**config.mk**
```make
export PLATFORM = sky130hd
export DESIGN_NAME = pcie_vc_pop_arbiter
export DESIGN_NICKNAME = d
export VERILOG_FILES = /design/src/rtl/pcie_pkg.sv /design/src/rtl/pcie_rr_arb4.sv /design/src/rtl/pcie_vc_pop_arbiter.sv
export SDC_FILE = /design/constraint.sdc
export NUM_CORES = 1
export LEC_CHECK = 0
export ABC_AREA = 1
export ABC_CLOCK_PERIOD_IN_PS = 2900
export BUFFER_PORTS_ARGS = -buffer_cell sky130_fd_sc_hd__buf_2
export CORE_MARGIN = 2
export CORE_UTILIZATION = 56
export DETAILED_ROUTE_END_ITERATION = 7
export GPL_ROUTABILITY_DRIVEN = 0
export PLACE_DENSITY_LB_ADDON = 0.1
export REMOVE_ABC_BUFFERS = 1
export SETUP_SLACK_MARGIN = 0.02
export SYNTH_ARGS = -nofsm -noshare
export SYNTH_HDL_FRONTEND = slang
export SYNTH_SLANG_ARGS = --single-unit
```
**constraint.sdc**
```tcl
create_clock -name clk -period 2.9 [get_ports clk]
set_clock_uncertainty 0.2 [all_clocks]
set_input_delay 0.29 -clock clk [delete_from_list [all_inputs] [get_ports clk]]
set_output_delay 0.29 -clock clk [all_outputs]
set_load 0.03 [all_outputs]
```
**src/rtl/pcie_pkg.sv**
```systemverilog
// Shared types and default sizes for the PCIE VC pop arbiter.
// Optional build macro: PCIE_STRICT_PRIO_EN (fixed VC priority instead of round-robin).
package pcie_pkg;

  localparam int DEFAULT_DATA_WIDTH = 12;
  localparam int DEFAULT_NUM_CH     = 4;
  localparam int DEFAULT_CNT_WIDTH  = 5;

  typedef enum logic [1:0] {
    IDLE   = 2'd0,
    ACTIVE = 2'd1,
    STALL  = 2'd2
  } state_t;

  typedef logic [1:0] vc_idx_t;

endpackage

```
**src/rtl/pcie_rr_arb4.sv**
```systemverilog
// Four-way combinational arbiter for the VC pop path.
// Default: round-robin, first requester after last_grant wins (cyclically).
// PCIE_STRICT_PRIO_EN: fixed priority VC0 > VC1 > VC2 > VC3, last_grant ignored.
module pcie_rr_arb4
  import pcie_pkg::*;
(
  input  logic [3:0] request,
  input  vc_idx_t    last_grant,
  output logic [3:0] grant,
  output vc_idx_t    grant_idx
);

  // Select the winning channel index; grant is zero when nobody requests.
  always_comb begin
    vc_idx_t cand;
    cand      = '0;
    grant_idx = '0;
`ifdef PCIE_STRICT_PRIO_EN
    // Scan from lowest priority up so the lowest-numbered requester is kept.
    for (int k = 3; k >= 0; k--) begin
      cand = vc_idx_t'(k);
      if (request[cand]) grant_idx = cand;
    end
`else
    // Scan from farthest to nearest after last_grant; the nearest requester wins.
    // Offset 4 wraps to last_grant itself, which therefore has the lowest priority.
    for (int k = 4; k >= 1; k--) begin
      cand = last_grant + vc_idx_t'(k);
      if (request[cand]) grant_idx = cand;
    end
`endif
    grant = (request != 4'b0000) ? (4'b0001 << grant_idx) : 4'b0000;
  end

endmodule

```
**src/rtl/pcie_vc_pop_arbiter.sv**
```systemverilog
// Consumer end of the four PCIE VC output FIFOs: pops non-empty FIFOs in
// round-robin order onto one registered valid/ready stream, counts words per
// VC and offers a req/idx counter readback.
// Optional build macro: PCIE_STRICT_PRIO_EN (fixed priority VC0 > VC1 > VC2 > VC3).
module pcie_vc_pop_arbiter
  import pcie_pkg::*;
#(
  parameter int DATA_WIDTH = DEFAULT_DATA_WIDTH,
  parameter int NUM_CH     = DEFAULT_NUM_CH,
  parameter int CNT_WIDTH  = DEFAULT_CNT_WIDTH
) (
  input  logic                         clk,
  input  logic                         reset,
  input  logic [NUM_CH-1:0]            fifo_empty,
  input  logic [NUM_CH*DATA_WIDTH-1:0] fifo_data,
  output logic [NUM_CH-1:0]            pop,
  output logic                         out_valid,
  output logic [DATA_WIDTH-1:0]        out_data,
  output logic [1:0]                   out_ch,
  input  logic                         out_ready,
  input  logic                         req,
  input  logic [2:0]                   idx,
  output logic                         cnt_valid,
  output logic [CNT_WIDTH-1:0]         cnt_data,
  output logic                         idle
);

  logic                        out_valid_reg;
  logic [DATA_WIDTH-1:0]       out_data_reg;
  vc_idx_t                     out_ch_reg;
  vc_idx_t                     rr_ptr_reg;
  logic                        cnt_valid_reg;
  logic [CNT_WIDTH-1:0]        cnt_data_reg;
  state_t                      state_reg;
  logic                        idle_reg;
  logic [NUM_CH-1:0]           grant;
  vc_idx_t                     grant_idx;
  logic                        load;
  logic [NUM_CH*CNT_WIDTH-1:0] count_flat;

  pcie_rr_arb4 u_arb (
    .request    (~fifo_empty),
    .last_grant (rr_ptr_reg),
    .grant      (grant),
    .grant_idx  (grant_idx)
  );

  // A new word can be taken whenever the output stage is empty or draining.
  assign load = (!out_valid_reg || out_ready) && (fifo_empty != {NUM_CH{1'b1}});
  assign pop  = (reset && load) ? grant : '0;

  // Per-channel word counters, flattened so the readback can index them.
  generate
    for (genvar gi = 0; gi < NUM_CH; gi++) begin : g_ch
      logic [CNT_WIDTH-1:0] cnt_reg;

      // Count every pop of this channel; wraps naturally at 2^CNT_WIDTH.
      always_ff @(posedge clk) begin
        if (!reset) cnt_reg <= '0;
        else if (pop[gi]) cnt_reg <= cnt_reg + 1'b1;
      end

      assign count_flat[gi*CNT_WIDTH +: CNT_WIDTH] = cnt_reg;
    end
  endgenerate

  // Output stage: capture the granted head word, or empty out after the last accept.
  always_ff @(posedge clk) begin
    if (!reset) begin
      out_valid_reg <= 1'b0;
      out_data_reg  <= '0;
      out_ch_reg    <= '0;
      rr_ptr_reg    <= 2'd3;
    end else if (load) begin
      out_valid_reg <= 1'b1;
      out_data_reg  <= fifo_data[grant_idx*DATA_WIDTH +: DATA_WIDTH];
      out_ch_reg    <= grant_idx;
      rr_ptr_reg    <= grant_idx;
    end else if (out_valid_reg && out_ready) begin
      out_valid_reg <= 1'b0;
    end
  end

  // Counter readback; the counter array is sampled before this cycle's pop lands.
  always_ff @(posedge clk) begin
    if (!reset) begin
      cnt_valid_reg <= 1'b0;
      cnt_data_reg  <= '0;
    end else if (req) begin
      if (idx < 3'd4) begin
        cnt_valid_reg <= 1'b1;
        cnt_data_reg  <= count_flat[idx[1:0]*CNT_WIDTH +: CNT_WIDTH];
      end else begin
        cnt_valid_reg <= 1'b0;
        cnt_data_reg  <= '0;
      end
    end else begin
      cnt_valid_reg <= 1'b0;
    end
  end

  // Activity state machine with idle as its registered output.
  always_ff @(posedge clk) begin
    if (!reset) begin
      state_reg <= IDLE;
      idle_reg  <= 1'b1;
    end else begin
      case (state_reg)
        IDLE: begin
          if (load) begin
            state_reg <= ACTIVE;
            idle_reg  <= 1'b0;
          end
        end
        ACTIVE, STALL: begin
          if (out_valid_reg && out_ready && (fifo_empty == {NUM_CH{1'b1}})) begin
            state_reg <= IDLE;
            idle_reg  <= 1'b1;
          end else if (out_valid_reg && !out_ready) begin
            state_reg <= STALL;
          end else begin
            state_reg <= ACTIVE;
          end
        end
        default: begin
          state_reg <= IDLE;
          idle_reg  <= 1'b1;
        end
      endcase
    end
  end

  assign out_valid = out_valid_reg;
  assign out_data  = out_data_reg;
  assign out_ch    = out_ch_reg;
  assign cnt_valid = cnt_valid_reg;
  assign cnt_data  = cnt_data_reg;
  assign idle      = idle_reg;

endmodule

```
* After elaboration in Yosys (flattened, before gate mapping)
Cells that the tools add are included.
** Word-level totals
- Output and inout port bits :: 26
- Flip-flop bits (word level) :: 46
- Word-level logic and storage cells :: 75
- Input port bits :: 59
** Operators by class
- Muxes and demuxes :: 25
- Equal/unequal tests :: 6
- Shift-type cells :: 3
- Bitwise logic cells :: 1
- Order comparisons :: 5
- Reduce and logical (&&, ||, !) cells :: 14
- $add $sub $neg :: 7
- Multiply operators :: 2
** Operators with widths (count)
- $shiftx 48x7->12 :: 1
- $add 5x1->5 const B :: 4
- $shiftx 20x6->5 :: 1
- $mux 2 :: 7
- $lt 2x3->1 const B :: 4
- $mux 1 :: 9
- $bmux 1 s2 :: 4
- $mux 4 :: 2
- $logic_and 1x1->1 :: 5
- $mul 2x3->5 const B :: 1
- $mux 5 :: 1
- $add 2x2->2 const B :: 2
- $eq 4x4->1 const B :: 1
- $mul 2x2->4 const B :: 1
- $ne 2x2->1 const B :: 2
- $ne 4x4->1 const B :: 1
- $not 4->4 :: 1
- $pmux 2 s2 :: 1
- $reduce_and 2->1 :: 2
- $reduce_bool 4->1 :: 1
- $shl 1x2->4 const A :: 1
- $lt 3x3->1 const B :: 1
- $add 2x1->2 const B :: 1
- $eq 2x1->1 const B :: 1
- 7 further kinds :: 8

* Logic depth before layout (Yosys ltp)
Gate-level depths: netlist of the first run.
- Depth in word-level cells :: 10
- Mapped depth :: 17
- Mapped depth without buffers :: 14

* By module
A second synthesis of the first run with hierarchy kept.
** Second synthesis, totals
- Cells, all modules :: 416
- Area total of the unflattened synthesis :: 2771.4 um2
** Modules (own cells, without submodules)
- pcie_vc_pop_arbiter :: instances 1, sequential area each 920.9 um2, cells each 356, area each 2502.4 um2
- pcie_rr_arb4 :: instances 1, sequential area each 0.0 um2, cells each 60, area each 269.0 um2

* Least setup slack after synthesis of the first run
Ideal clock, no wire load.
- Path type :: reg2out
- From :: register out_valid_reg, in the netlist out_valid
- To :: output port pop[2]
- Stages on the path, launching flop included :: 8
- Buffers on the path :: 0
- Slack :: 0.864 ns
- Required time :: 2.410 ns
- Arrival :: 1.546 ns
- Cells stage by stage :: dfxtp_1 -> inv_1 -> nor2_1 -> inv_1 -> nand2_1 -> nor2_1 -> inv_1 -> nor3_4
** Between the ends
- Cells in the longest elaborated chain, start to end :: 5
** Ends and longest elaborated chain
- start: declaration :: RTL line pcie_vc_pop_arbiter.sv:28 : logic out_valid_reg;
- start signal: assignment :: RTL line pcie_vc_pop_arbiter.sv:70 : out_valid_reg <= 1'b0;
- start signal: assignment :: RTL line pcie_vc_pop_arbiter.sv:75 : out_valid_reg <= 1'b1;
- start signal: assignment :: RTL line pcie_vc_pop_arbiter.sv:80 : out_valid_reg <= 1'b0;
- $logic_not 1->1 :: RTL line pcie_vc_pop_arbiter.sv:49 : assign load = (!out_valid_reg || out_ready) && (fifo_empty != {NUM_CH{1'b1}});
- $logic_or 1x1->1 :: RTL line pcie_vc_pop_arbiter.sv:49
- $logic_and 1x1->1 :: RTL line pcie_vc_pop_arbiter.sv:49
- $logic_and 1x1->1 :: RTL line pcie_vc_pop_arbiter.sv:50 : assign pop = (reset && load) ? grant : '0;
- $mux 4 :: RTL line pcie_vc_pop_arbiter.sv:50
- end: declaration :: RTL line pcie_vc_pop_arbiter.sv:16 : output logic [NUM_CH-1:0] pop,
No other way between the ends.

* Worst setup path in the final report of the first run
- From :: register rr_ptr_reg[0]
- To :: output port pop[2]
** Between the ends
- Cells in the longest elaborated chain, start to end :: 9
- Elaborated cells between the ends (all ways) :: 18
- Those cells by class :: add/sub: 3; shift: 1; mux: 14
** Ends and longest elaborated chain
- start: declaration :: RTL line pcie_vc_pop_arbiter.sv:31 : vc_idx_t rr_ptr_reg;
- start signal: assignment :: RTL line pcie_vc_pop_arbiter.sv:78 : rr_ptr_reg <= grant_idx;
- $add 2x2->2 / $bmux 1 s2 (equally long branches) :: RTL line pcie_rr_arb4.sv:28, pcie_rr_arb4.sv:29
- $bmux 1 s2 / $mux 1 (equally long branches) :: RTL line pcie_rr_arb4.sv:29 : if (request[cand]) grant_idx = cand;
- $mux 1 (not written as such) / $mux 2 (equally long branches) :: RTL line pcie_rr_arb4.sv:29
- $mux 2 (2 in a row) :: RTL line pcie_rr_arb4.sv:29
- $mux 2 * :: RTL line pcie_rr_arb4.sv:29
- $shl 1x2->4 * :: RTL line pcie_rr_arb4.sv:32 : grant = (request != 4'b0000) ? (4'b0001 << grant_idx) : 4'b0000;
- $mux 4 * :: RTL line pcie_rr_arb4.sv:32
- $mux 4 * :: RTL line pcie_vc_pop_arbiter.sv:50
Mark *: on every way between the ends. The rest lies on a longest branch, timed or not. The select of a mux whose other input is x is not followed.

==> results of run 1 <==
routing by layer:
layer / wire, um / share of wire / up-vias / track usage
met5: 0 / 0 / - / 0
li1: - / - / 1561 / -
met1: 3160 / 0.46 / 1336 / 0.339
met3: 453 / 0.066 / 6 / 0.0569
met4: 51 / 0.0075 / 0 / 0.0741
met2: 3170 / 0.46 / 92 / 0.444
Yosys cell counts (all sizes together):
master | count | share of area
o211ai | 2 | 0.0053
nor2 | 47 | 0.071
xnor2 | 6 | 0.018
nand2 | 139 | 0.19
nand3 | 55 | 0.10
o22ai | 2 | 0.0044
buf | 10 | 0.030
inv | 56 | 0.076
or2 | 2 | 0.0044
a32o | 4 | 0.014
nand4 | 1 | 0.0022
a22oi | 1 | 0.0026
dfxtp | 46 | 0.32
ha | 6 | 0.026
nor3 | 2 | 0.0075
nand3b | 1 | 0.0026
a21oi | 26 | 0.046
xor2 | 5 | 0.015
clkbuf | 8 | 0.011
o21ai | 25 | 0.044
timing repair:
| item | 4_1_cts | 5_1_grt |
|---|---|---|
| hold endpoints to repair | 0 | 0 |
| endpoints found under the setup margin | 2 | 4 |
| gates resized for setup | 1 | 4 |
| hold buffers | 0 | 0 |
placed cells by master (no fill, tap or decap), types with 2 or more instances in the layout:
cell type / count
nor2_1: 44
or2_2: 2
inv_1: 49
o211ai_1: 2
nand3_1: 54
a32o_1: 4
o22ai_1: 2
a21oi_1: 26
buf_2: 84
o21ai_0: 25
inv_2: 5
nand2_1: 128
nand2_2: 9
xnor2_1: 6
clkbuf_8: 5
ha_1: 6
xor2_1: 5
dfxtp_1: 45
buf_4: 4
power breakdown:
part	leakage (uW)	internal, uW	switching (uW)
registers	0.000377	777	113
clock network	0.0000441	170	226
logic	0.00138	660	1470
kinds of logic (layout without fill, tap and decap cells):
family	Yosys count	count (layout)	synth area share
compound gates	60	60	0.116
xor+xnor	11	11	0.0338
fa+ha+maj	6	6	0.0264
buf+inv	74	152	0.116
flops	46	46	0.324
simple gates	247	247	0.384
worst max-delay path: cells and delay by family (launching register included):
family | cells | cell delay (ps)
buffers and inverters | 3 | 390
and+or+nand+nor | 8 | 1010
DFF | 1 | 460
worst max path at each step:
stage                        from            endpoint  cells after the start
floorplan           rr_ptr_reg[0]  g_ch[2].cnt_reg[0]                     13
global placement    rr_ptr_reg[0]              pop[3]                     11
detailed placement  rr_ptr_reg[0]         out_data[4]                     15
CTS                 rr_ptr_reg[0]              pop[3]                     11
global route        rr_ptr_reg[0]              pop[3]                     11
finish              rr_ptr_reg[0]              pop[2]                     11
through the flow:
| step | std cells | setup slack [ps] | hold WS [ps] |
|---|---|---|---|
| after floorplan | 426 | 394 | 159 |
| final | 589 | 275 | 26.4 |
| after global routing | 589 | 43.5 | 14.2 |
| after CTS | 589 | 56.1 | 10.5 |
| after global placement | 581 | 369 | 252 |
| after detailed placement | 581 | 312 | 254 |
area by class of cell:
| cell class | count | share of cell area |
|---|---|---|
| Clock buffer | 5 | 0.0204 |
| Clock inverter | 3 | 0.00631 |
| Multi-Input combinational cell | 324 | 0.477 |
| Timing Repair Buffer | 88 | 0.134 |
| Inverter | 56 | 0.0646 |
| Tap cell | 67 | 0.0249 |
| Sequential cell | 46 | 0.273 |
==> results.cfg, run 1 <==
[synthesis]
synth-seq-area-share = 0.324
netlist_area_um2 = 2850
syn_area_per_cell_um2 = 6.41
syn_inst = 444
ys_ff_latch = 46
yosysWarnings = 0
ys_types = 32

[clock_tree]
root_buffer = clkbuf_8
insertion_delay_ps = 300
clock_path_buffers = 2
cts_buffers = 5
htree_num_levels = 2
tritoncts = done
postCtsSetupBuffers = 0
clk_pin_slew_ps = 90
cts_sinks = 46

[drt]
ant_nets = 0
dr.pass1.iters = 4
drc = 0
drt-initial-drc-count = 100
num_vias = 2995
wirelength_um = 6840
via_per_inst = 5.08
post_drt_wl_per_cell_um = 11.6

[setup_path]
critPathLaunchType = flop
r2r-start = rr_ptr_reg[0]
cp_max_fo = 14
path_class = reg2out
critPathArrivalTime_ps = 2140
worst-endpoint-required_ps = 2410
r2r_cells = 15
rrSetupSlack_ps = 560
cp-end-kind = output port
worstReg2RegEnd = out_data[4]
slowest_delay_ps = 460
crit_chain = inv_6 -> nand2_1 -> nand3_1 -> nand2_1 -> inv_1 -> nand2_1 -> nand2_1 -> nand2_2 -> nand2_8 -> nor3_4 -> buf_2
path_common_cell = nand2_1
cp_slowest_cell = dfxtp_2

[layout]
syn_to_final_growth_pct = 18.5
num-fill-cells = 472
final_layout_size_suffix_gt1_frac = 0.234
n_antenna_cell = 0
fin_util = 0.700
final_cell_area_um2 = 3370
multi_input_area_um2 = 1610
largest_reg_flops = 20
layout.area.seq_um2 = 922
nNetsFinal = 586

[sta]
maxSlewViolCount = 0
fmax_mhz = 381
max_slew_margin = 0.445
post-route-min-period_ps = 2630
tightest_slew_ps = 832
rsz0062_at_grt = false
final.setup.tns_ps = 0
fin_crit_sh = 0.905
setup_viol = 0
hold_viol_final = 0

[min_path]
holdCritStartpoint = idx[2]
min_to = cnt_valid
hold_path.class = in2reg
min_delay_path_depth = 2

[global_route]
antenna_found_initial = 0
grt_max_degree = 30
grt-ovfl-total = 0
grt_pass1_vias = 2798
grt_first_pass_wirelength_um = 11700
track_usage = 0.263

[floorplanning]
die_w_um = 75.3
dieArea_um2 = 5670
core_area_um2 = 4820
die_h_um = 75.3
rows = 25
io_pins = 85
initial_core_util = 0.591

[placement]
port_buffers = 84
dp_hpwl_um = 5200
dpl_cell_area_um2 = 3260

[power_and_ir_drop]
cellLeakagePower_uw = 0.00180
finalPower_uw = 3420
p_per_area_nw_per_um2 = 1010
ir_drop_mv = 0.637

[flow_run]
cap_viol_max_count = 0

[outcome]
outcome = finished clean
Power figures use the tool's default switching activity.
==> inputs of run 2 (changes only) <==
Settings changed: CAP_MARGIN set to 25, CORE_UTILIZATION 56 to 50.
==> results.cfg, run 2 (synthesized netlist as in run 1, its figures left out) <==
[clock_tree]
cts_sinks = 46
clock_path_buffers = 2
root_buffer = clkbuf_8
clk_pin_slew_ps = 90
ctsHoldBuffers = 0
tritoncts = done
postCtsResizedCells = 1
htree_num_levels = 2
cts_buffers = 5
postCtsSetupBuffers = 0
insertion_delay_ps = 310

[sta]
fmax_mhz = 374
rsz0062_at_grt = false
maxSlewViolCount = 0
setup_viol = 0
hold_viol_final = 0
post-route-min-period_ps = 2670
max_slew_margin = 0.461
final.setup.tns_ps = 0
fin_crit_sh = 0.921
tightest_slew_ps = 808

[layout]
final_layout_size_suffix_gt1_frac = 0.234
layout_common_cells = 128 x nand2_1, 84 x buf_2, 54 x nand3_1
num-fill-cells = 534
fin_util = 0.617
layout.area.seq_um2 = 922
multi_input_area_um2 = 1600
nNetsFinal = 586
syn_to_final_growth_pct = 19.3
mostFrequentLayoutCell = nand2_1
n_antenna_cell = 0
fin_cells = 594
largest_reg_flops = 20

[global_route]
grt-ovfl-total = 0
track_usage = 0.244
grt_pass1_vias = 2862
grt_max_degree = 30
antenna_found_initial = 0
grt_first_pass_wirelength_um = 12500

[drt]
post_drt_wl_per_cell_um = 11.8
num_vias = 2985
drc = 0
drt-initial-drc-count = 147
wirelength_um = 7010
via_per_inst = 5.03
dr.pass1.iters = 5
ant_nets = 0

[setup_path]
cp-end-kind = output port
slowest_delay_ps = 460
cp_slowest_cell = dfxtp_2
r2r-start = rr_ptr_reg[0]
critPathLaunchType = flop
critPathArrivalTime_ps = 2180
rrSetupSlack_ps = 580
path_class = reg2out
crit_chain = inv_6 -> nand2_2 -> nand2_2 -> nand2_2 -> nand2_2 -> nor2_1 -> nand2_2 -> nand2_4 -> inv_2 -> nor2_8 -> buf_2
worstReg2RegEnd = out_data[5]
r2r_cells = 14
cp_max_fo = 13
path_common_cell = nand2_2
worst-endpoint-required_ps = 2410

[min_path]
hold_path.class = in2reg
min_to = cnt_valid
holdCritStartpoint = idx[2]
min_delay_path_depth = 2

[placement]
dp_hpwl_um = 5250
dp.cells = 586
port_buffers = 84

[floorplanning]
dieArea_um2 = 6310
core_area_um2 = 5510
die_h_um = 79.5
io_pins = 85
initial_core_util = 0.517
rows = 27
die_w_um = 79.5

[flow_run]
cap_viol_max_count = 0

[outcome]
outcome = finished clean

[power_and_ir_drop]
p_per_area_nw_per_um2 = 1030
ir_drop_mv = 0.537
cellLeakagePower_uw = 0.00182
run 2: changes by cell type in the layout (fill, tap and decap cells not counted), sizes merged:
cell / delta
bufinv: +1
clkinv: -1
clkinvlp: -1
inv: +1
run 2: area by class of cell:
class,instances,area share
flip-flops and latches,46,0.271
inverters,56,0.0641
well taps,72,0.0265
clock inverters,3,0.0129
multi-input cells,324,0.472
repair buffers,88,0.133
clock buffers,5,0.0203
run 2: stage by stage:
| step | power [uW] | instance area [um2] | worst slack [ps] | hold WS (ps) |
|---|---|---|---|---|
| detailed placement | 2990 | 3270 | 326 | 254 |
| CTS | 3500 | 3390 | 63.0 | 3.24 |
| floorplan | 2450 | 2730 | 394 | 159 |
| global route | 3880 | 3400 | 37.3 | 8.87 |
| global placement | 2960 | 3270 | 414 | 249 |
| finish | 3500 | 3400 | 229 | 18.6 |
run 2: critical path: cells and delay by family, from the launching register on:
family	cells	cell delay, ps
buf+inv	3	400
flops	1	460
simple gates	8	1010
run 2: power breakdown:
group	switching, uW	leakage [uW]	total [uW]	internal [uW]
clock network	227	0.0000585	485	258
registers	118	0.000377	895	777
logic	1470	0.00139	2120	651
total	1820	0.00182	3500	1690
run 2: metal layers:
layer / part of all wire / global-route usage
met2: 0.45 / 0.398
met4: 0.019 / 0.0828
met5: 0 / 0
met3: 0.055 / 0.0498
met1: 0.47 / 0.321
run 2: how the worst max path moves through the flow:
stage                  startpoint                  to  slack (ps)
floorplan           rr_ptr_reg[0]  g_ch[2].cnt_reg[0]         390
global placement    rr_ptr_reg[0]              pop[1]         410
detailed placement  rr_ptr_reg[0]              pop[1]         330
CTS                 rr_ptr_reg[0]              pop[3]          60
global route        rr_ptr_reg[0]              pop[1]          40
finish              rr_ptr_reg[0]              pop[1]         230
